[src/rtl/radar_rx_pkg.sv]
// Shared definitions for the radar receive timing chain: default widths
// used by the pulse generator, the range gate controller and the accumulator,
// plus the range gate sweep state encoding.
package radar_rx_pkg;

  localparam int DEF_CFG_W = 32;
  localparam int DEF_BIN_W = 16;
  localparam int DEF_OVR_W = 16;

  typedef enum logic [1:0] {
    IDLE  = 2'd0,
    BLANK = 2'd1,
    GATE  = 2'd2
  } rx_state_e;

endpackage

[src/rtl/rising_edge_detect.sv]
// Single-register rising edge detector with a qualifying enable.
// The rise output is combinational from din so the consumer sees the edge
// in the same cycle the level first goes high.
module rising_edge_detect (
  input  logic clk,
  input  logic rst,
  input  logic din,
  input  logic en,
  output logic rise
);

  logic din_q;
  logic din_d;

  // Next value of the delay register is simply the current input level
  always_comb begin
    din_d = din;
  end

  // Delay register, cleared so a level already high after reset reads as an edge
  always_ff @(posedge clk) begin
    if (rst) begin
      din_q <= 1'b0;
    end else begin
      din_q <= din_d;
    end
  end

  assign rise = din & ~din_q & en;

endmodule

[src/rtl/range_gate_controller.sv]
// Receive-side range gate controller. After each transmit pulse edge it
// waits a blanking interval, then opens the receive gate and walks through
// fixed-length range bins, strobing the end of each bin. Triggers that land
// while a sweep is still running are counted in a saturating overrun counter.
module range_gate_controller
  import radar_rx_pkg::*;
#(
  parameter int CFG_W = DEF_CFG_W,
  parameter int BIN_W = DEF_BIN_W,
  parameter int OVR_W = DEF_OVR_W
) (
  input  logic             clk,
  input  logic             rst,
  input  logic             enable,
  input  logic             tx_pulse,
  input  logic [CFG_W-1:0] blank_cycles,
  input  logic [CFG_W-1:0] bin_cycles,
  input  logic [BIN_W-1:0] num_bins,
  input  logic             overrun_clr,
  output logic             gate_open,
  output logic             bin_strobe,
  output logic [BIN_W-1:0] bin_index,
  output logic             sweep_start,
  output logic             sweep_done,
  output logic             busy,
  output logic [OVR_W-1:0] overrun_cnt
);

  logic trig;
  logic accept;
  logic blank_last;
  logic bin_last;
  logic sweep_last;

  rx_state_e        state_q, state_d;
  logic [CFG_W-1:0] blank_lim_q, blank_lim_d;
  logic [CFG_W-1:0] bin_lim_q, bin_lim_d;
  logic [BIN_W-1:0] nbins_q, nbins_d;
  logic [CFG_W-1:0] blank_cnt_q, blank_cnt_d;
  logic [CFG_W-1:0] bin_cnt_q, bin_cnt_d;
  logic [BIN_W-1:0] bin_idx_q, bin_idx_d;
  logic [OVR_W-1:0] overrun_cnt_q, overrun_cnt_d;
  logic             gate_open_q, gate_open_d;
  logic             bin_strobe_q, bin_strobe_d;
  logic [BIN_W-1:0] bin_index_q, bin_index_d;
  logic             sweep_start_q, sweep_start_d;
  logic             sweep_done_q, sweep_done_d;
  logic             busy_q, busy_d;

  rising_edge_detect u_edge (
    .clk  (clk),
    .rst  (rst),
    .din  (tx_pulse),
    .en   (enable),
    .rise (trig)
  );

  // Sweep sequencing, overrun counting and next values of the registered outputs
  always_comb begin
    state_d       = state_q;
    blank_lim_d   = blank_lim_q;
    bin_lim_d     = bin_lim_q;
    nbins_d       = nbins_q;
    blank_cnt_d   = blank_cnt_q;
    bin_cnt_d     = bin_cnt_q;
    bin_idx_d     = bin_idx_q;
    overrun_cnt_d = overrun_cnt_q;
    sweep_done_d  = 1'b0;

    accept     = trig && (state_q == IDLE) && (num_bins != '0);
    blank_last = (blank_cnt_q == blank_lim_q - CFG_W'(1));
    bin_last   = (bin_cnt_q == bin_lim_q - CFG_W'(1));
    sweep_last = (bin_idx_q == nbins_q - BIN_W'(1));

    if (!enable) begin
      state_d     = IDLE;
      blank_cnt_d = '0;
      bin_cnt_d   = '0;
      bin_idx_d   = '0;
    end else begin
      case (state_q)
        IDLE: begin
          if (accept) begin
            blank_lim_d = blank_cycles;
            bin_lim_d   = (bin_cycles == '0) ? CFG_W'(1) : bin_cycles;
            nbins_d     = num_bins;
            blank_cnt_d = '0;
            bin_cnt_d   = '0;
            bin_idx_d   = '0;
            state_d     = (blank_cycles == '0) ? GATE : BLANK;
          end
        end
        BLANK: begin
          if (blank_last) begin
            state_d   = GATE;
            bin_cnt_d = '0;
            bin_idx_d = '0;
          end else begin
            blank_cnt_d = blank_cnt_q + CFG_W'(1);
          end
        end
        GATE: begin
          if (bin_last) begin
            bin_cnt_d = '0;
            if (sweep_last) begin
              state_d      = IDLE;
              bin_idx_d    = '0;
              sweep_done_d = 1'b1;
            end else begin
              bin_idx_d = bin_idx_q + BIN_W'(1);
            end
          end else begin
            bin_cnt_d = bin_cnt_q + CFG_W'(1);
          end
        end
        default: begin
          state_d = IDLE;
        end
      endcase
    end

    if (overrun_clr) begin
      overrun_cnt_d = '0;
    end else if (trig && (state_q != IDLE) && (overrun_cnt_q != '1)) begin
      overrun_cnt_d = overrun_cnt_q + OVR_W'(1);
    end

    sweep_start_d = accept;
    busy_d        = (state_d != IDLE);
    gate_open_d   = (state_d == GATE);
    bin_strobe_d  = (state_d == GATE) && (bin_cnt_d == bin_lim_d - CFG_W'(1));
    bin_index_d   = (state_d == GATE) ? bin_idx_d : '0;
  end

  // State, shadow configuration, counters and output registers
  always_ff @(posedge clk) begin
    if (rst) begin
      state_q       <= IDLE;
      blank_lim_q   <= '0;
      bin_lim_q     <= '0;
      nbins_q       <= '0;
      blank_cnt_q   <= '0;
      bin_cnt_q     <= '0;
      bin_idx_q     <= '0;
      overrun_cnt_q <= '0;
      gate_open_q   <= 1'b0;
      bin_strobe_q  <= 1'b0;
      bin_index_q   <= '0;
      sweep_start_q <= 1'b0;
      sweep_done_q  <= 1'b0;
      busy_q        <= 1'b0;
    end else begin
      state_q       <= state_d;
      blank_lim_q   <= blank_lim_d;
      bin_lim_q     <= bin_lim_d;
      nbins_q       <= nbins_d;
      blank_cnt_q   <= blank_cnt_d;
      bin_cnt_q     <= bin_cnt_d;
      bin_idx_q     <= bin_idx_d;
      overrun_cnt_q <= overrun_cnt_d;
      gate_open_q   <= gate_open_d;
      bin_strobe_q  <= bin_strobe_d;
      bin_index_q   <= bin_index_d;
      sweep_start_q <= sweep_start_d;
      sweep_done_q  <= sweep_done_d;
      busy_q        <= busy_d;
    end
  end

  assign gate_open   = gate_open_q;
  assign bin_strobe  = bin_strobe_q;
  assign bin_index   = bin_index_q;
  assign sweep_start = sweep_start_q;
  assign sweep_done  = sweep_done_q;
  assign busy        = busy_q;
  assign overrun_cnt = overrun_cnt_q;

endmodule

[config.mk]
export PLATFORM = sky130hd
export DESIGN_NAME = range_gate_controller
export DESIGN_NICKNAME = d
export VERILOG_FILES = /design/src/rtl/radar_rx_pkg.sv /design/src/rtl/rising_edge_detect.sv /design/src/rtl/range_gate_controller.sv
export SDC_FILE = /design/constraint.sdc
export NUM_CORES = 1
export LEC_CHECK = 0
export ABC_AREA = 0
export CAP_MARGIN = 20
export CORE_ASPECT_RATIO = 0.6
export CORE_MARGIN = 5
export CORE_UTILIZATION = 42
export CTS_BUF_LIST = sky130_fd_sc_hd__clkbuf_4 sky130_fd_sc_hd__clkbuf_8 sky130_fd_sc_hd__clkbuf_16
export CTS_CLUSTER_DIAMETER = 120
export DETAILED_ROUTE_END_ITERATION = 16
export PLACE_DENSITY = 0.59
export RECOVER_POWER = 100
export SLEW_MARGIN = 0
export SYNTH_ARGS = -nofsm -noshare
export SYNTH_HDL_FRONTEND = slang
export SYNTH_SLANG_ARGS = --single-unit
[constraint.sdc]
create_clock -name clk -period 8.5 [get_ports clk]
set_clock_uncertainty 0.2 [all_clocks]
set_input_delay 0.85 -clock clk [delete_from_list [all_inputs] [get_ports clk]]
set_output_delay 0.85 -clock clk [all_outputs]
set_load 0.01 [all_outputs]
* After elaboration in Yosys (flattened, before gate mapping)
Index checks and enable logic that the tools add are counted.
W data, S select, Z words.
** Storage, ports and cells
- Word-level logic and storage cells :: 84
- Flip-flop bits (word level) :: 200
** Operators by class
- Add/subtract/negate cells :: 8
- Equality and inequality tests :: 10
- Reductions and logical operators :: 18
- Mux-type cells :: 26
- Bitwise gates (word level) :: 7
** Operators with widths (count)
- $mux W32 :: 10
- $eq A32 B32 Y1 :: 3
- $pmux W32 S3 :: 1
- $sub A32 B1 Y32 const B :: 3
- $mux W16 :: 5
- $add A32 B1 Y32 const B :: 2
- $logic_not A32 Y1 :: 2
- $pmux W32 S2 :: 1
- $pmux W16 S3 :: 1
- $add A16 B1 Y16 const B :: 2
- $eq A16 B16 Y1 :: 1
- $ne A16 B16 Y1 const B :: 1
- $reduce_bool A16 Y1 :: 1
- $sub A16 B1 Y16 const B :: 1
- $mux W2 :: 6
- $pmux W2 S3 :: 1
- $reduce_and A3 Y1 :: 2
- $reduce_bool A2 Y1 :: 3
- $reduce_or A2 Y1 :: 3
- $logic_and A1 B1 Y1 :: 5
- $not A1 Y1 :: 5
- $eq A2 B2 Y1 const B :: 2
- $ne A2 B2 Y1 const B :: 2
- $reduce_or A4 Y1 :: 1
- other kinds (4) :: 5

* Longest topological paths before layout
- Depth in word-level cells :: 11
- Depth in mapped cells :: 20

* Cells and area by module
Synthesis repeated with hierarchy kept, for this count alone.
** Unflattened totals
- Cells, all modules :: 1824
- Area total of the unflattened synthesis :: 13624.3 sq um
** By module, submodules not included
- range_gate_controller :: area an instance 13589.3 sq um, cells each 1821, times used 1, seq. area each 3983.8 sq um
- rising_edge_detect :: area an instance 35.0 sq um, cells each 3, times used 1, seq. area each 20.0 sq um

* Least setup slack after synthesis
No wires, ideal clock.
- Path type :: in2reg
- From :: input enable
- To :: register bin_strobe_q, in the netlist bin_strobe
- Slack :: 3.077 ns
- Arrival :: 5.135 ns
- Cell stages on the path :: 20
- Path buffers :: 3
- Cell sequence :: nand3b_1 or3_1 nor2_1 clkbuf_1 clkbuf_1 clkbuf_1 nor2_1 a21oi_1 ha_1 inv_1 a21oi_1 nand4_1 o21a_1 nor3_1 a21oi_1 xnor2_1 a2111oi_2 nand4_1 or4_1 nor4_2
** Between the ends
- Longest elaborated chain between the ends :: 9
** RTL lines
- start: declaration :: line range_gate_controller.sv:14 : input logic enable,
- $and A1 B1 Y1 :: line rising_edge_detect.sv:29 : assign rise = din & ~din_q & en;
- $logic_and A1 B1 Y1 (2 in a row) :: line range_gate_controller.sv:70 : accept = trig && (state_q == IDLE) && (num_bins != '0);
- $mux W32 :: line range_gate_controller.sv:83 : if (accept) begin
- $mux W32 :: line range_gate_controller.sv:81 : case (state_q)
- $mux W32 :: line range_gate_controller.sv:75 : if (!enable) begin
- $sub A32 B1 Y32 :: line range_gate_controller.sv:131 : bin_strobe_d = (state_d == GATE) && (bin_cnt_d == bin_lim_d - CFG_W'(1));
- $eq A32 B32 Y1 :: line range_gate_controller.sv:131
- $logic_and A1 B1 Y1 (*) :: line range_gate_controller.sv:131
- end signal: assignment :: line range_gate_controller.sv:162 : bin_strobe_q <= bin_strobe_d;
- end: declaration :: line range_gate_controller.sv:44 : logic bin_strobe_q, bin_strobe_d;
Mark *: on every way between the ends. The rest lies on a longest branch, timed or not.
A chain may end at the register's enable or synchronous reset.

* Final worst setup path
- From :: register bin_lim_q[0]
- To :: register bin_strobe_q, in the netlist bin_strobe
** Between the ends
- Longest elaborated chain between the ends :: 7
** RTL lines
- start: declaration :: line range_gate_controller.sv:37 : logic [CFG_W-1:0] bin_lim_q, bin_lim_d;
- start signal: assignment :: line range_gate_controller.sv:155 : bin_lim_q <= bin_lim_d;
- $sub A32 B1 Y32 :: line range_gate_controller.sv:72 : bin_last = (bin_cnt_q == bin_lim_q - CFG_W'(1));
- $eq A32 B32 Y1 :: line range_gate_controller.sv:72
- $mux W32 / $mux W2 (equally long branches) :: line range_gate_controller.sv:103 : if (bin_last) begin
- $pmux W32 S3 / $pmux W2 S3 (equally long branches) :: line range_gate_controller.sv:81
- $mux W32 / $mux W2 (equally long branches) :: line range_gate_controller.sv:75
- $eq A32 B32 Y1 / $eq A2 B2 Y1 (equally long branches) :: line range_gate_controller.sv:131
- $logic_and A1 B1 Y1 (*) :: line range_gate_controller.sv:131
Marks and branches as above.

==> impl_metrics.ini <==
[clock_tree]
worst_path_clk_slew_ns = 0.08
hold_buffers = 0
insertion_delay_of_the_later_clocked_pin_in_the_worst_skew_pair_ns = 0.47
post_cts_buffers = 0
cts_root_buffer = sky130_fd_sc_hd__clkbuf_16
cts_resized = 0
cts_max_level = 4
cts.sinks = 200
numCtsBuffers = 17
cts_tree = done
cts_max_path_buffers = 2

[placed_design]
preCtsSetupSlack_ns = 1.70
gp_congestion = 0.944
placement.io_buffers = 121
post-dp-hpwl_um = 33600
dpl-instance-area_um2 = 14500
placed_insts = 2213

[floorplanning]
die_x_um = 238
core_region_area_um2 = 31000
initial_utilization = 0.424
die_area_um2 = 35000
top_level_ports = 122
overall_die_height_um = 147
rows = 50

[sta]
worst_slew_pin_slew_ns = 3.54
final-hold-violation-count = 0
achievable-frequency_mhz = 141
slew-limit-headroom = -1.36
post-route-worst-setup-slack_ns = 1.40
setup_tns_ns = 0
finalSetupViolations = 0
final_hold_slack_ns = 0.279
period_utilisation_layout = 0.835
final-max-slew-violation-count = 153
period_needed_ns = 7.10
unrepaired_setup_endpoints_after_global_routing = false

[setup_path]
worst_r2r_path_depth = 17
cp_slowest_cell = sky130_fd_sc_hd__clkbuf_1
reg2reg_slack_ns = 1.40
worst_r2r_startpoint = bin_lim_q[0]
crit_type = reg2reg
crit_path_cell_trace = inv_1 > ha_1 > nor4b_1 > nand2_1 > a2111oi_0 > a311oi_1 > or4_1 > or4_1 > nor2_1 > clkbuf_1 > nor2_1 > clkbuf_1 > a22oi_1 > xnor2_1 > nor4_1 > nand3_1 > nor4_1
path_buf_inv = 3
cp_data_required_time_ns = 8.66
crit_path_max_incr_delay_ns = 1.01
worst-path-max-fanout = 23
regToRegEndpoint = bin_strobe
setup.worst_path.end_class = flip-flop
arrival_time_of_the_worst_setup_path_ns = 7.25
start_kind = flip-flop
worst_path_dominant_cell_family = simple AND/OR/NAND/NOR gates

[min_path]
hold_class = reg2reg
worst_hold_path.endpoint = blank_lim_q[31]
worst_hold_path_stage_count = 2
hp-start = blank_lim_q[31]

[global_routing]
overflow = 0
grt_antenna_before_repair = 0
pin_count_of_the_biggest_net_entering_global_routing = 72
first_global_vias = 11900
grt_use_total = 0.247
grt_first_pass_wirelength_um = 69200

[yosys]
yosys.area_share.xor_xnor = 0.138
mappedNetlistNets = 1865
syn_area_cell_um2 = 7.41
synth_mux_area_frac = 0.0246
synth.yosys.seq_area_share = 0.305
synth_adder_area_share = 0.00763
synth_enable_flop_cells = 0
synth_top_family_by_area = simple AND/OR/NAND/NOR gates
synth-compound-area-share = 0.155
asyncSetResetFlopFracSynth = 0
syn-instance-count = 1772
postSynth.topFlopCell = sky130_fd_sc_hd__dfxtp_1
distinct_cells_synth = 76
seq_cells_post_synth = 200
synth_simple_gate_area_frac = 0.326
ys_warn_count = 0
syn_area_um2 = 13100

[layout]
drive_above_1_share = 0.0404
synthToLayoutAreaGrowth_pct = 15.0
final_core_utilization = 0.488
most_common_cell_after_layout_fill_and_taps_aside = sky130_fd_sc_hd__nand2_1
finalInstanceArea_um2 = 15100
layout.cells.most_common_list = sky130_fd_sc_hd__nand2_1 (241), sky130_fd_sc_hd__nor2_1 (213), sky130_fd_sc_hd__dfxtp_1 (200), sky130_fd_sc_hd__a21oi_1 (120), sky130_fd_sc_hd__xnor2_1 (118)
fillCellCount = 3138
finish.cell_count_without_fillers = 2247
insertedDiodeCount = 0
layout.nets = 1911

[job]
cap_violations = 3

[detailed_routing]
routed_via_density = 5.86
drt_pass1_iterations = 6
avgRoutedWirePerCell_um = 19.9
num_vias = 13200
ant_nets = 0
first_iter_violations = 1545
drc = 0
wirelength_um = 44700

[power_and_ir_drop]
p_int_mw = 1.61
post-layout-total-power_mw = 2.36
p_comb_frac = 0.220
net-switching-power_mw = 0.751
p_sw_frac = 0.318
power-per-cell-area_nw_per_um2 = 156
clock_power_share = 0.362
worst_ir_drop_vdd_mv = 0.138
power_frac_seq = 0.418
leakage_nw = 5.39

[outcome]
result_of_the_run = finished with violations
violations = capacitance limit, slew limit
power by group through the flow:
| stage | Sequential (mW) | Combinational (mW) | Clock (mW) |
|---|---|---|---|
| after floorplan | 0.988 | 0.349 | 0 |
| after global placement | 1.01 | 0.501 | 0 |
| after detailed placement | 1.01 | 0.503 | 0 |
| after CTS | 0.987 | 0.506 | 0.867 |
| after global routing | 0.992 | 0.558 | 0.899 |
| final | 0.988 | 0.518 | 0.855 |
cell families after synthesis:
kind of cell / count (synthesis)
AND/OR/NAND/NOR: 867
AO/OA/AOI/OAI: 318
XOR/XNOR: 205
flip-flops: 200
buffers and inverters: 142
multiplexers: 32
adder cells (fa/ha/maj): 8
cell type report:
| type | instances | area (um2) | area share |
|---|---|---|---|
| inverters | 33 | 124 | 0.00820 |
| multi-input cells | 1430 | 8550 | 0.566 |
| well taps | 416 | 520 | 0.0345 |
| clock buffers | 19 | 440 | 0.0292 |
| clock inverters | 13 | 145 | 0.00961 |
| flip-flops and latches | 200 | 4000 | 0.265 |
| repair buffers | 136 | 1320 | 0.0871 |
metal layers:
layer	GRT usage	part of all wire	vias up
li1	-	-	6368
met1	0.401	0.51	6238
met2	0.323	0.38	526
met3	0.0606	0.097	43
met4	0.0470	0.011	0
met5	0	0	-
Yosys cell counts (20+ instances only):
| library cell | count | area, um2 |
|---|---|---|
| sky130_fd_sc_hd__nand2_1 | 242 | 908 |
| sky130_fd_sc_hd__nor2_1 | 214 | 803 |
| sky130_fd_sc_hd__dfxtp_1 | 200 | 4000 |
| sky130_fd_sc_hd__a21oi_1 | 120 | 601 |
| sky130_fd_sc_hd__xnor2_1 | 118 | 1030 |
| sky130_fd_sc_hd__clkbuf_1 | 89 | 334 |
| sky130_fd_sc_hd__xor2_1 | 86 | 753 |
| sky130_fd_sc_hd__nor3_1 | 63 | 315 |
| sky130_fd_sc_hd__nand3_1 | 62 | 310 |
| sky130_fd_sc_hd__nor4_1 | 59 | 369 |
| sky130_fd_sc_hd__o21ai_0 | 49 | 245 |
| sky130_fd_sc_hd__nand4_1 | 40 | 250 |
| sky130_fd_sc_hd__inv_1 | 33 | 124 |
| sky130_fd_sc_hd__or3_1 | 31 | 194 |
| sky130_fd_sc_hd__mux2i_1 | 30 | 300 |
| sky130_fd_sc_hd__and3_1 | 27 | 169 |
| sky130_fd_sc_hd__a31oi_1 | 25 | 156 |
| sky130_fd_sc_hd__or4_1 | 21 | 158 |
| sky130_fd_sc_hd__nor2b_1 | 20 | 125 |
registers in the layout, indices dropped and copies added (netlist names), 2 cells and up:
register	flops
bin_index	16
nbins_q	16
blank_cnt_q	32
bin_cnt_q	32
bin_idx_q	16
bin_lim_q	32
state_q	2
overrun_cnt	16
blank_lim_q	32
how the worst max path moves through the flow:
stage                         to          from  slack, ns  depth (start not counted)
floorplan             bin_strobe        enable       3.08                         20
global placement      bin_strobe        enable       2.00                         19
detailed placement    bin_strobe        enable       1.70                         19
CTS                   bin_strobe        enable       2.12                         19
global route        bin_idx_q[9]  bin_lim_q[0]       0.95                         16
finish                bin_strobe  bin_lim_q[0]       1.40                         17
worst register-to-register path, stage by stage (launching register included):
cell                        delay (ns)
sky130_fd_sc_hd__dfxtp_1          0.43
sky130_fd_sc_hd__inv_1            0.18
sky130_fd_sc_hd__ha_1             0.30
sky130_fd_sc_hd__nor4b_1          0.68
sky130_fd_sc_hd__nand2_1          0.41
sky130_fd_sc_hd__a2111oi_0        0.52
sky130_fd_sc_hd__a311oi_1         0.09
sky130_fd_sc_hd__or4_1            0.51
sky130_fd_sc_hd__or4_1            0.56
sky130_fd_sc_hd__nor2_1           0.12
sky130_fd_sc_hd__clkbuf_1         1.01
sky130_fd_sc_hd__nor2_1           0.09
sky130_fd_sc_hd__clkbuf_1         0.43
sky130_fd_sc_hd__a22oi_1          0.37
sky130_fd_sc_hd__xnor2_1          0.20
sky130_fd_sc_hd__nor4_1           0.45
sky130_fd_sc_hd__nand3_1          0.13
sky130_fd_sc_hd__nor4_1           0.32
(Power assumes the default switching activity.)
